File: config.mk
export PLATFORM = sky130hd
export DESIGN_NAME = fir_tap_sequencer
export DESIGN_NICKNAME = d
export VERILOG_FILES = /design/src/rtl/fir_pkg.sv /design/src/rtl/fir_addr_gen.sv /design/src/rtl/fir_tap_sequencer.sv
export SDC_FILE = /design/constraint.sdc
export NUM_CORES = 1
export LEC_CHECK = 0
export ABC_AREA = 1
export CAP_MARGIN = 20
export CELL_PAD_IN_SITES_DETAIL_PLACEMENT = 0
export CELL_PAD_IN_SITES_GLOBAL_PLACEMENT = 2
export CORE_MARGIN = 3
export CORE_UTILIZATION = 31
export CTS_CLUSTER_DIAMETER = 80
export CTS_CLUSTER_SIZE = 10
export DETAILED_ROUTE_END_ITERATION = 8
export GPL_TIMING_DRIVEN = 0
export PLACE_DENSITY_LB_ADDON = 0.1
export SYNTH_ARGS = -nofsm -noshare
export SYNTH_HDL_FRONTEND = slang
export SYNTH_HIERARCHICAL = 1
export SYNTH_SLANG_ARGS = --single-unit
File: constraint.sdc
create_clock -name clk -period 5.85 [get_ports clk]
set_input_delay 0.8775 -clock clk [delete_from_list [all_inputs] [get_ports clk]]
set_output_delay 0.8775 -clock clk [all_outputs]
set_load 0.1 [all_outputs]
File: src/rtl/fir_pkg.sv
// fir_pkg: default sizes, sequencer states and circular address arithmetic shared by the FIR tap sequencer
package fir_pkg;
    localparam int DEF_DWIDTH = 16;
    localparam int DEF_AWIDTH = 6;
    localparam int DEF_NTAPS  = 64;
    typedef enum logic [2:0] {IDLE, WRITE, RUN, DRAIN, DONE} state_e;
    function automatic int unsigned wrap_sub(int unsigned a, int unsigned b, int unsigned aw);
        return (a - b) & ((32'd1 << aw) - 32'd1);
    endfunction
endpackage

File: src/rtl/fir_addr_gen.sv
// fir_addr_gen: write pointer, tap counter and newest-to-oldest circular read address generation
module fir_addr_gen
    import fir_pkg::*;
#(
    parameter int AWIDTH = DEF_AWIDTH,
    parameter int NTAPS  = DEF_NTAPS
) (
    input  logic              clk,
    input  logic              rst_n,
    input  logic              load_i,
    input  logic              step_i,
    input  logic              adv_i,
    output logic [AWIDTH-1:0] wptr_o,
    output logic [AWIDTH-1:0] raddr_o,
    output logic [AWIDTH-1:0] tap_o,
    output logic              last_o
);
    logic [AWIDTH-1:0] wptr_q, wptr_d, tap_q, tap_d, raddr_q, raddr_d;
    always_comb begin
        wptr_d  = adv_i ? wptr_q + AWIDTH'(1) : wptr_q;
        tap_d   = (adv_i || load_i) ? '0 : (step_i ? tap_q + AWIDTH'(1) : tap_q);
        raddr_d = (load_i || step_i) ? AWIDTH'(wrap_sub(32'(wptr_q), 32'(tap_d), AWIDTH)) : raddr_q;
    end
    always_ff @(posedge clk or negedge rst_n) begin
        if (!rst_n) begin
            wptr_q  <= '0;
            tap_q   <= '0;
            raddr_q <= '0;
        end else begin
            wptr_q  <= wptr_d;
            tap_q   <= tap_d;
            raddr_q <= raddr_d;
        end
    end
    assign wptr_o  = wptr_q;
    assign raddr_o = raddr_q;
    assign tap_o   = tap_q;
    assign last_o  = tap_q == AWIDTH'(NTAPS - 1);
endmodule

File: src/rtl/fir_tap_sequencer.sv
// fir_tap_sequencer: writes each sample, walks all taps newest-to-oldest and drives MAC control and result strobe.
// Define FIRSEQ_DECIM_EN to add decim_m: every sample is written, a result is computed once per decim_m samples.
module fir_tap_sequencer
    import fir_pkg::*;
#(
    parameter int DWIDTH = DEF_DWIDTH,
    parameter int AWIDTH = DEF_AWIDTH,
    parameter int NTAPS  = DEF_NTAPS
) (
    input  logic              clk,
    input  logic              rst_n,
    input  logic              sample_stb,
    input  logic [DWIDTH-1:0] din,
`ifdef FIRSEQ_DECIM_EN
    input  logic [7:0]        decim_m,
`endif
    output logic              mem_we,
    output logic [AWIDTH-1:0] mem_waddr,
    output logic [DWIDTH-1:0] mem_wdata,
    output logic [AWIDTH-1:0] mem_raddr,
    output logic [AWIDTH-1:0] coef_raddr,
    output logic              mac_clr,
    output logic              mac_en,
    output logic              result_stb,
    output logic              busy,
    output logic              ovr_flag,
    input  logic              ovr_clr
);
    state_e            state_q;
    logic              mem_we_q, mac_clr_q, mac_en_q, result_stb_q, busy_q, ovr_q, run_ok, last;
    logic [AWIDTH-1:0] mem_waddr_q, wptr, raddr, tap;
    logic [DWIDTH-1:0] mem_wdata_q;

    if (NTAPS < 1 || NTAPS > (1 << AWIDTH)) begin : g_ntaps_chk
        $error("fir_tap_sequencer: NTAPS must be in 1..2**AWIDTH");
    end

    fir_addr_gen #(.AWIDTH(AWIDTH), .NTAPS(NTAPS)) u_addr_gen (
        .clk     (clk),
        .rst_n   (rst_n),
        .load_i  (state_q == WRITE && run_ok),
        .step_i  (state_q == RUN && !last),
        .adv_i   (state_q == DONE),
        .wptr_o  (wptr),
        .raddr_o (raddr),
        .tap_o   (tap),
        .last_o  (last)
    );

`ifdef FIRSEQ_DECIM_EN
    logic [7:0] dcnt_q, dcnt_d;
    assign run_ok = dcnt_q == '0;
    assign dcnt_d = (state_q != WRITE) ? dcnt_q :
                    (decim_m <= 8'd1 || dcnt_q >= decim_m - 8'd1) ? '0 : dcnt_q + 8'd1;
    always_ff @(posedge clk or negedge rst_n) begin
        if (!rst_n) dcnt_q <= '0;
        else        dcnt_q <= dcnt_d;
    end
`else
    assign run_ok = 1'b1;
`endif

    // MAC flags trail the address phase by one cycle to match the synchronous memory read
    always_ff @(posedge clk or negedge rst_n) begin
        if (!rst_n) begin
            state_q      <= IDLE;
            mem_we_q     <= 1'b0;
            mem_waddr_q  <= '0;
            mem_wdata_q  <= '0;
            mac_clr_q    <= 1'b0;
            mac_en_q     <= 1'b0;
            result_stb_q <= 1'b0;
            busy_q       <= 1'b0;
            ovr_q        <= 1'b0;
        end else begin
            mem_we_q     <= 1'b0;
            result_stb_q <= 1'b0;
            mac_en_q     <= state_q == RUN;
            mac_clr_q    <= state_q == RUN && tap == '0;
            ovr_q        <= (sample_stb && state_q != IDLE) || (ovr_q && !ovr_clr);
            case (state_q)
                IDLE: if (sample_stb) begin
                    state_q     <= WRITE;
                    mem_we_q    <= 1'b1;
                    mem_waddr_q <= wptr;
                    mem_wdata_q <= din;
                    busy_q      <= 1'b1;
                end
                WRITE: state_q <= run_ok ? RUN : DONE;
                RUN:   if (last) state_q <= DRAIN;
                DRAIN: begin
                    state_q      <= DONE;
                    result_stb_q <= 1'b1;
                end
                DONE: begin
                    state_q <= IDLE;
                    busy_q  <= 1'b0;
                end
                default: state_q <= IDLE;
            endcase
        end
    end

    assign mem_we     = mem_we_q;
    assign mem_waddr  = mem_waddr_q;
    assign mem_wdata  = mem_wdata_q;
    assign mem_raddr  = raddr;
    assign coef_raddr = tap;
    assign mac_clr    = mac_clr_q;
    assign mac_en     = mac_en_q;
    assign result_stb = result_stb_q;
    assign busy       = busy_q;
    assign ovr_flag   = ovr_q;
endmodule

# Yosys cells after proc, flatten, opt, wreduce, memory -nomap -nowiden

Index checks and enable logic that the tools add are counted.

Register bits after elaboration: 49
Input port bits: 20
Output and inout bits: 40
Word-level logic and storage cells: 48

Add/sub/neg operators: 3
Equality and inequality tests: 7
Muxes and demuxes: 10
Reductions and logical operators: 16

Operators by type and width:

| kind                | number |
|---|---|
| $add 6x1->6 const B | 2 |
| $mux 6              | 2 |
| $pmux 3 s4          | 1 |
| $eq 3x2->1 const B  | 2 |
| $eq 6x6->1 const B  | 1 |
| $logic_not 6->1     | 1 |
| $mux 3              | 2 |
| $reduce_and 2->1    | 3 |
| $sub 6x6->6         | 1 |
| $logic_and 1x1->1   | 4 |
| $mux 1              | 4 |
| $ne 2x2->1 const B  | 2 |
| $eq 3x1->1 const B  | 1 |
| $eq 3x3->1 const B  | 1 |
| $logic_not 3->1     | 1 |
| $logic_or 1x1->1    | 3 |
| $reduce_bool 3->1   | 1 |
| $logic_not 1->1     | 2 |
| $pmux 1 s2          | 1 |
| $reduce_bool 2->1   | 1 |

# Logic depth before layout (Yosys ltp)

Word-level depth: 6
Gate-level depth with buffers: 21
Mapped depth without buffers: 21

# Hierarchy

The synthesis kept the hierarchy.

Modules (own cells, without submodules):

| module            | times used | cells each | area each (µm²) | sequential area each (µm²) |
|---|---|---|---|---|
| fir_tap_sequencer | 1          | 139        | 1308.8          | 775.7 |
| fir_addr_gen      | 1          | 122        | 1057.3          | 450.4 |

# Worst setup path after synthesis

No wires, ideal clock.

Path kind: register to register
Start: reg u_addr_gen.tap_q[0] (netlist: u_addr_gen/tap_o[0])
End: reg u_addr_gen.raddr_q[5] (netlist: u_addr_gen/raddr_o[5])
Library setup time: 0.120 ns
Arrival time: 3.213 ns
Data required time: 5.730 ns
Setup slack: 2.517 ns
Cell stages (with the launch flop): 20
Buffers on the path: 0
Clock period less this slack: 3.333 ns
Cells stage by stage: dfrtp_1 > ha_1 > inv_1 > nor4_1 > inv_1 > nand3_1 > inv_1 > nand2_2 > nor2_8 > nand2_1 > inv_1 > nor3_1 > inv_1 > ha_1 > nand2_1 > or2_2 > nand3_1 > nand3_1 > nand3_1 > nand2_1

Cells in the longest elaborated chain, start to end: 6
Elaborated cells between the ends (all ways): 8
Classes of those cells: add/sub (2); eq/ne (1); mux (2); reduce/logical (3)

Ends and longest elaborated chain:

| what                    | RTL line                | source |
|---|---|---|
| from (decl)             | fir_addr_gen.sv:18      | `logic [AWIDTH-1:0] wptr_q, wptr_d, tap_q, tap_d, raddr_q, raddr_d;` |
| from (signal assigned)  | fir_addr_gen.sv:31      | `tap_q <= tap_d;` |
| $eq 6x6->1              | fir_addr_gen.sv:38      | `assign last_o = tap_q == AWIDTH'(NTAPS - 1);` |
| net last                | fir_tap_sequencer.sv:30 | `logic mem_we_q, mac_clr_q, mac_en_q, result_stb_q, busy_q, ovr_q, run_ok, last;` |
| $logic_not 1->1         | fir_tap_sequencer.sv:42 | `.step_i (state_q == RUN && !last),` |
| $logic_and 1x1->1       | fir_tap_sequencer.sv:42 |  |
| $mux 6 (2 in series)    | fir_addr_gen.sv:21      | `tap_d = (adv_i \|\| load_i) ? '0 : (step_i ? tap_q + AWIDTH'(1) : tap_q);` |
| net u_addr_gen.tap_d[3] | fir_addr_gen.sv:18      |  |
| $sub 6x6->6             | fir_pkg.sv:8            | `return (a - b) & ((32'd1 << aw) - 32'd1);` |
| to (signal assigned)    | fir_addr_gen.sv:32      | `raddr_q <= raddr_d;` |
| to (decl)               | fir_addr_gen.sv:18      |  |

The timed path passes the listed nets, and every way through them passes these cells.
A chain may end at the register's enable or synchronous reset.

# Worst setup path after layout

Same ends and word-level chain as after synthesis.

==> run_results.csv <==
group,metric,value,unit
layout,final_util,43.7,%
global_routing,grt_usage,13.8,%
sta,timing.fmax,331,MHz
yosys,ys_ff_latch,49,
floorplanning,rows,31,
worst_setup_path,cp.required,6050,ps
yosys,synth_fp_nets,289,
layout,antenna_cells,0,
global_routing,antenna_found_initial,0,
floorplanning,start_util,32.3,%
placement,gp_congestion,0.751,
sta,slew_viol_final,0,
yosys,postSynth.asyncResetShare,100,%
worst_setup_path,path_common_cell,"inv_1",
yosys,syn_avg_cell_area,9.07,µm²
detailed_routing,drc,0,
yosys,yosys.area.top_type_share,51.8,%
clocking,clock-root-buffer,"clkbuf_8",
detailed_routing,firstDrtPassIters,4,
worst_setup_path,crit_path_top_delay_cell,"dfrtp_1",
sta,finalCritPeriodShare,51.7,%
worst_setup_path,cp_max_fo,6,
flow_run,drv_cap,0,
sta,setup_tns,0,ps
yosys,synth_edf_count,0,
sta,fin_crit,3020,ps
placement,place_area,3090,µm²
clocking,cts_setup_buffers,0,
sta,finalHoldViolCount,0,
clocking,clkLatencyLatePin,300,ps
worst_setup_path,slowest_delay,450,ps
floorplanning,die_h,93.4,µm
floorplanning,die_w,93.4,µm
yosys,ys.flop_type,"dfrtp_1",
global_routing,grt_pass1_wl,9560,µm
detailed_routing,vias,1918,
clocking,cts_sinks,49,
global_routing,grt-ovfl-total,0,
sta,finClkSkew,6.66,ps
yosys,synth_commonest_cells,"74 x nand2_1, 49 x dfrtp_1, 31 x inv_1",
clocking,cts_tree,"done",
detailed_routing,wl_per_cell,12.8,µm
yosys,synth.area.top_cells,"dfrtp_1 52%, nand2_1 12%, nand4_1 6.1%, inv_1 4.9%, ha_1 3.7%",
clocking,htreeDepth,2,
clocking,cts_buffers,5,
yosys,syn_area,2370,µm²
clocking,path_clk_slew,100,ps
min_path,hp-class,"flop to flop",
detailed_routing,drtIter0Drc,47,
placement,hpwl,4120,µm
sta,rsz0062_at_grt,"no",
sta,holdWs,475,ps
detailed_routing,avgViaCountPerCell,4.49,
worst_setup_path,endpoint_kind,"flop",
floorplanning,die_area,8720,µm²
layout,fin_nets,355,
status,outcome,"complete, no violations",
clocking,cts_hold_buf,0,
worst_setup_path,path_cells,"ha_1 -> inv_1 -> nor4_1 -> inv_1 -> nand3_1 -> inv_1 -> inv_1 -> nor3_2 -> a21oi_1 -> nor3_1 -> inv_1 -> ha_1 -> nand2_1 -> or2_2 -> nand3_1 -> nand3_1 -> nand3_1 -> nand2_1",
worst_setup_path,cp.arrival,3220,ps
yosys,synth_cells,261,
sta,slew_headroom,34.3,%
worst_setup_path,start_kind,"flop",
layout,drive_above_1_share,9.76,%
layout,syn2layout_area_growth,35.3,%
yosys,yosysMostFrequentCell,"nand2_1",
yosys,ys_warn_count,6,
yosys,yosys.area.top_type,"dfrtp_1",
yosys,synth_cell_types,28,
sta,setup_viol,0,
floorplanning,coreArea,7330,µm²
detailed_routing,ant_nets,0,
clocking,cts.repair.resized,0,
sta,tightestPinTransition,982,ps
worst_setup_path,worstSetupPathType,"flop to flop",
global_routing,first_global_vias,1893,
placement,io_buffers,58,
detailed_routing,totalWireLength,5470,µm
clocking,clockBufferDepth,2,
yosys,synth-seq-area-share,51.8,%
floorplanning,pin_count,60,
layout,final_area,3200,µm²
global_routing,grt_max_degree,27,
==> registers in the layout, summed over array words and instances (netlist names) <==
name	flops
busy	1
mac_clr	1
mac_en	1
mem_waddr	6
mem_wdata	16
mem_we	1
ovr_flag	1
result_stb	1
state_q	3
u_addr_gen/raddr_o	6
u_addr_gen/tap_o	6
u_addr_gen/wptr_o	6
==> layer usage <==
metal	track usage, %	up-vias	part of all wire [%]
met1	19.0	896	48
li1	-	974	-
met2	21.7	44	46
met3	3.14	4	5.3
met4	3.66	0	0.79
met5	0	-	0
==> cells by family (layout without fill, tap and decap cells) <==
| group | Yosys count | in the layout | share of synthesized area (%) |
|---|---|---|---|
| xor+xnor | 7 | 7 | 2.59 |
| fa+ha+maj | 8 | 8 | 4.55 |
| compound gates | 14 | 14 | 3.70 |
| simple gates | 140 | 140 | 28.7 |
| flops | 49 | 49 | 51.8 |
| buf+inv | 43 | 110 | 8.67 |
==> per-stage QoR <==
stage / cells / setup WS (ps)
6_report: 427 / 2830
5_1_grt: 427 / 2340
4_1_cts: 427 / 2710
3_5_place_dp: 419 / 2730
3_3_place_gp: 418 / 2310
2_1_floorplan: 261 / 2520
==> final timing paths <==
kind | from | endpoint | slack [ps] | cells past startpoint
max in group asynchronous | rst_n | u_addr_gen/tap_o[3]$_DFF_PN0_ | 4740 | 2
min reg2reg | mem_waddr[2]$_DFFE_PN0P_ | mem_waddr[2]$_DFFE_PN0P_ | 480 | 2
max | u_addr_gen/tap_o[0]$_DFF_PN0_ | u_addr_gen/raddr_o[5]$_DFFE_PN0P_ | 2830 | 18
min | mem_waddr[2]$_DFFE_PN0P_ | mem_waddr[2]$_DFFE_PN0P_ | 480 | 2
min in group asynchronous | rst_n | mem_wdata[8]$_DFFE_PN0P_ | 560 | 1
max reg2reg | u_addr_gen/tap_o[0]$_DFF_PN0_ | u_addr_gen/raddr_o[5]$_DFFE_PN0P_ | 2830 | 18
==> layout make-up <==
type / instances / area (µm²)
Timing Repair Buffer: 59 / 596
Clock inverter: 3 / 46.3
Fill cell: 748 / 4130
Buffer: 11 / 85.1
Inverter: 32 / 120
Tap cell: 99 / 124
Sequential cell: 49 / 1230
Multi-Input combinational cell: 169 / 935
Clock buffer: 5 / 68.8
==> worst max-delay path, delay by kind of cell (launching register included) <==
kind / cells / cell delay (ps)
buf+inv: 5 / 520
compound gates: 1 / 90
simple gates: 10 / 1290
fa+ha+maj: 2 / 570
flops: 1 / 450
==> layout by cell type, fill, tap and decap left out, types with 2 or more instances in the layout <==
master	n
a21oi_1	5
buf_2	6
buf_4	2
buf_6	4
clkbuf_8	5
clkdlybuf4s50_1	57
dfrtp_1	49
ha_1	7
inv_1	31
nand2_1	74
nand2_2	3
nand3_1	10
nand4_1	23
nor2_1	15
nor2_8	2
nor3_1	5
nor4_1	2
o21ai_0	6
or2_1	2
xnor2_1	2
xor2_1	5
Power is not shown: default switching activity piles up to over one toggle a cycle in this logic, so the estimate is an artifact.
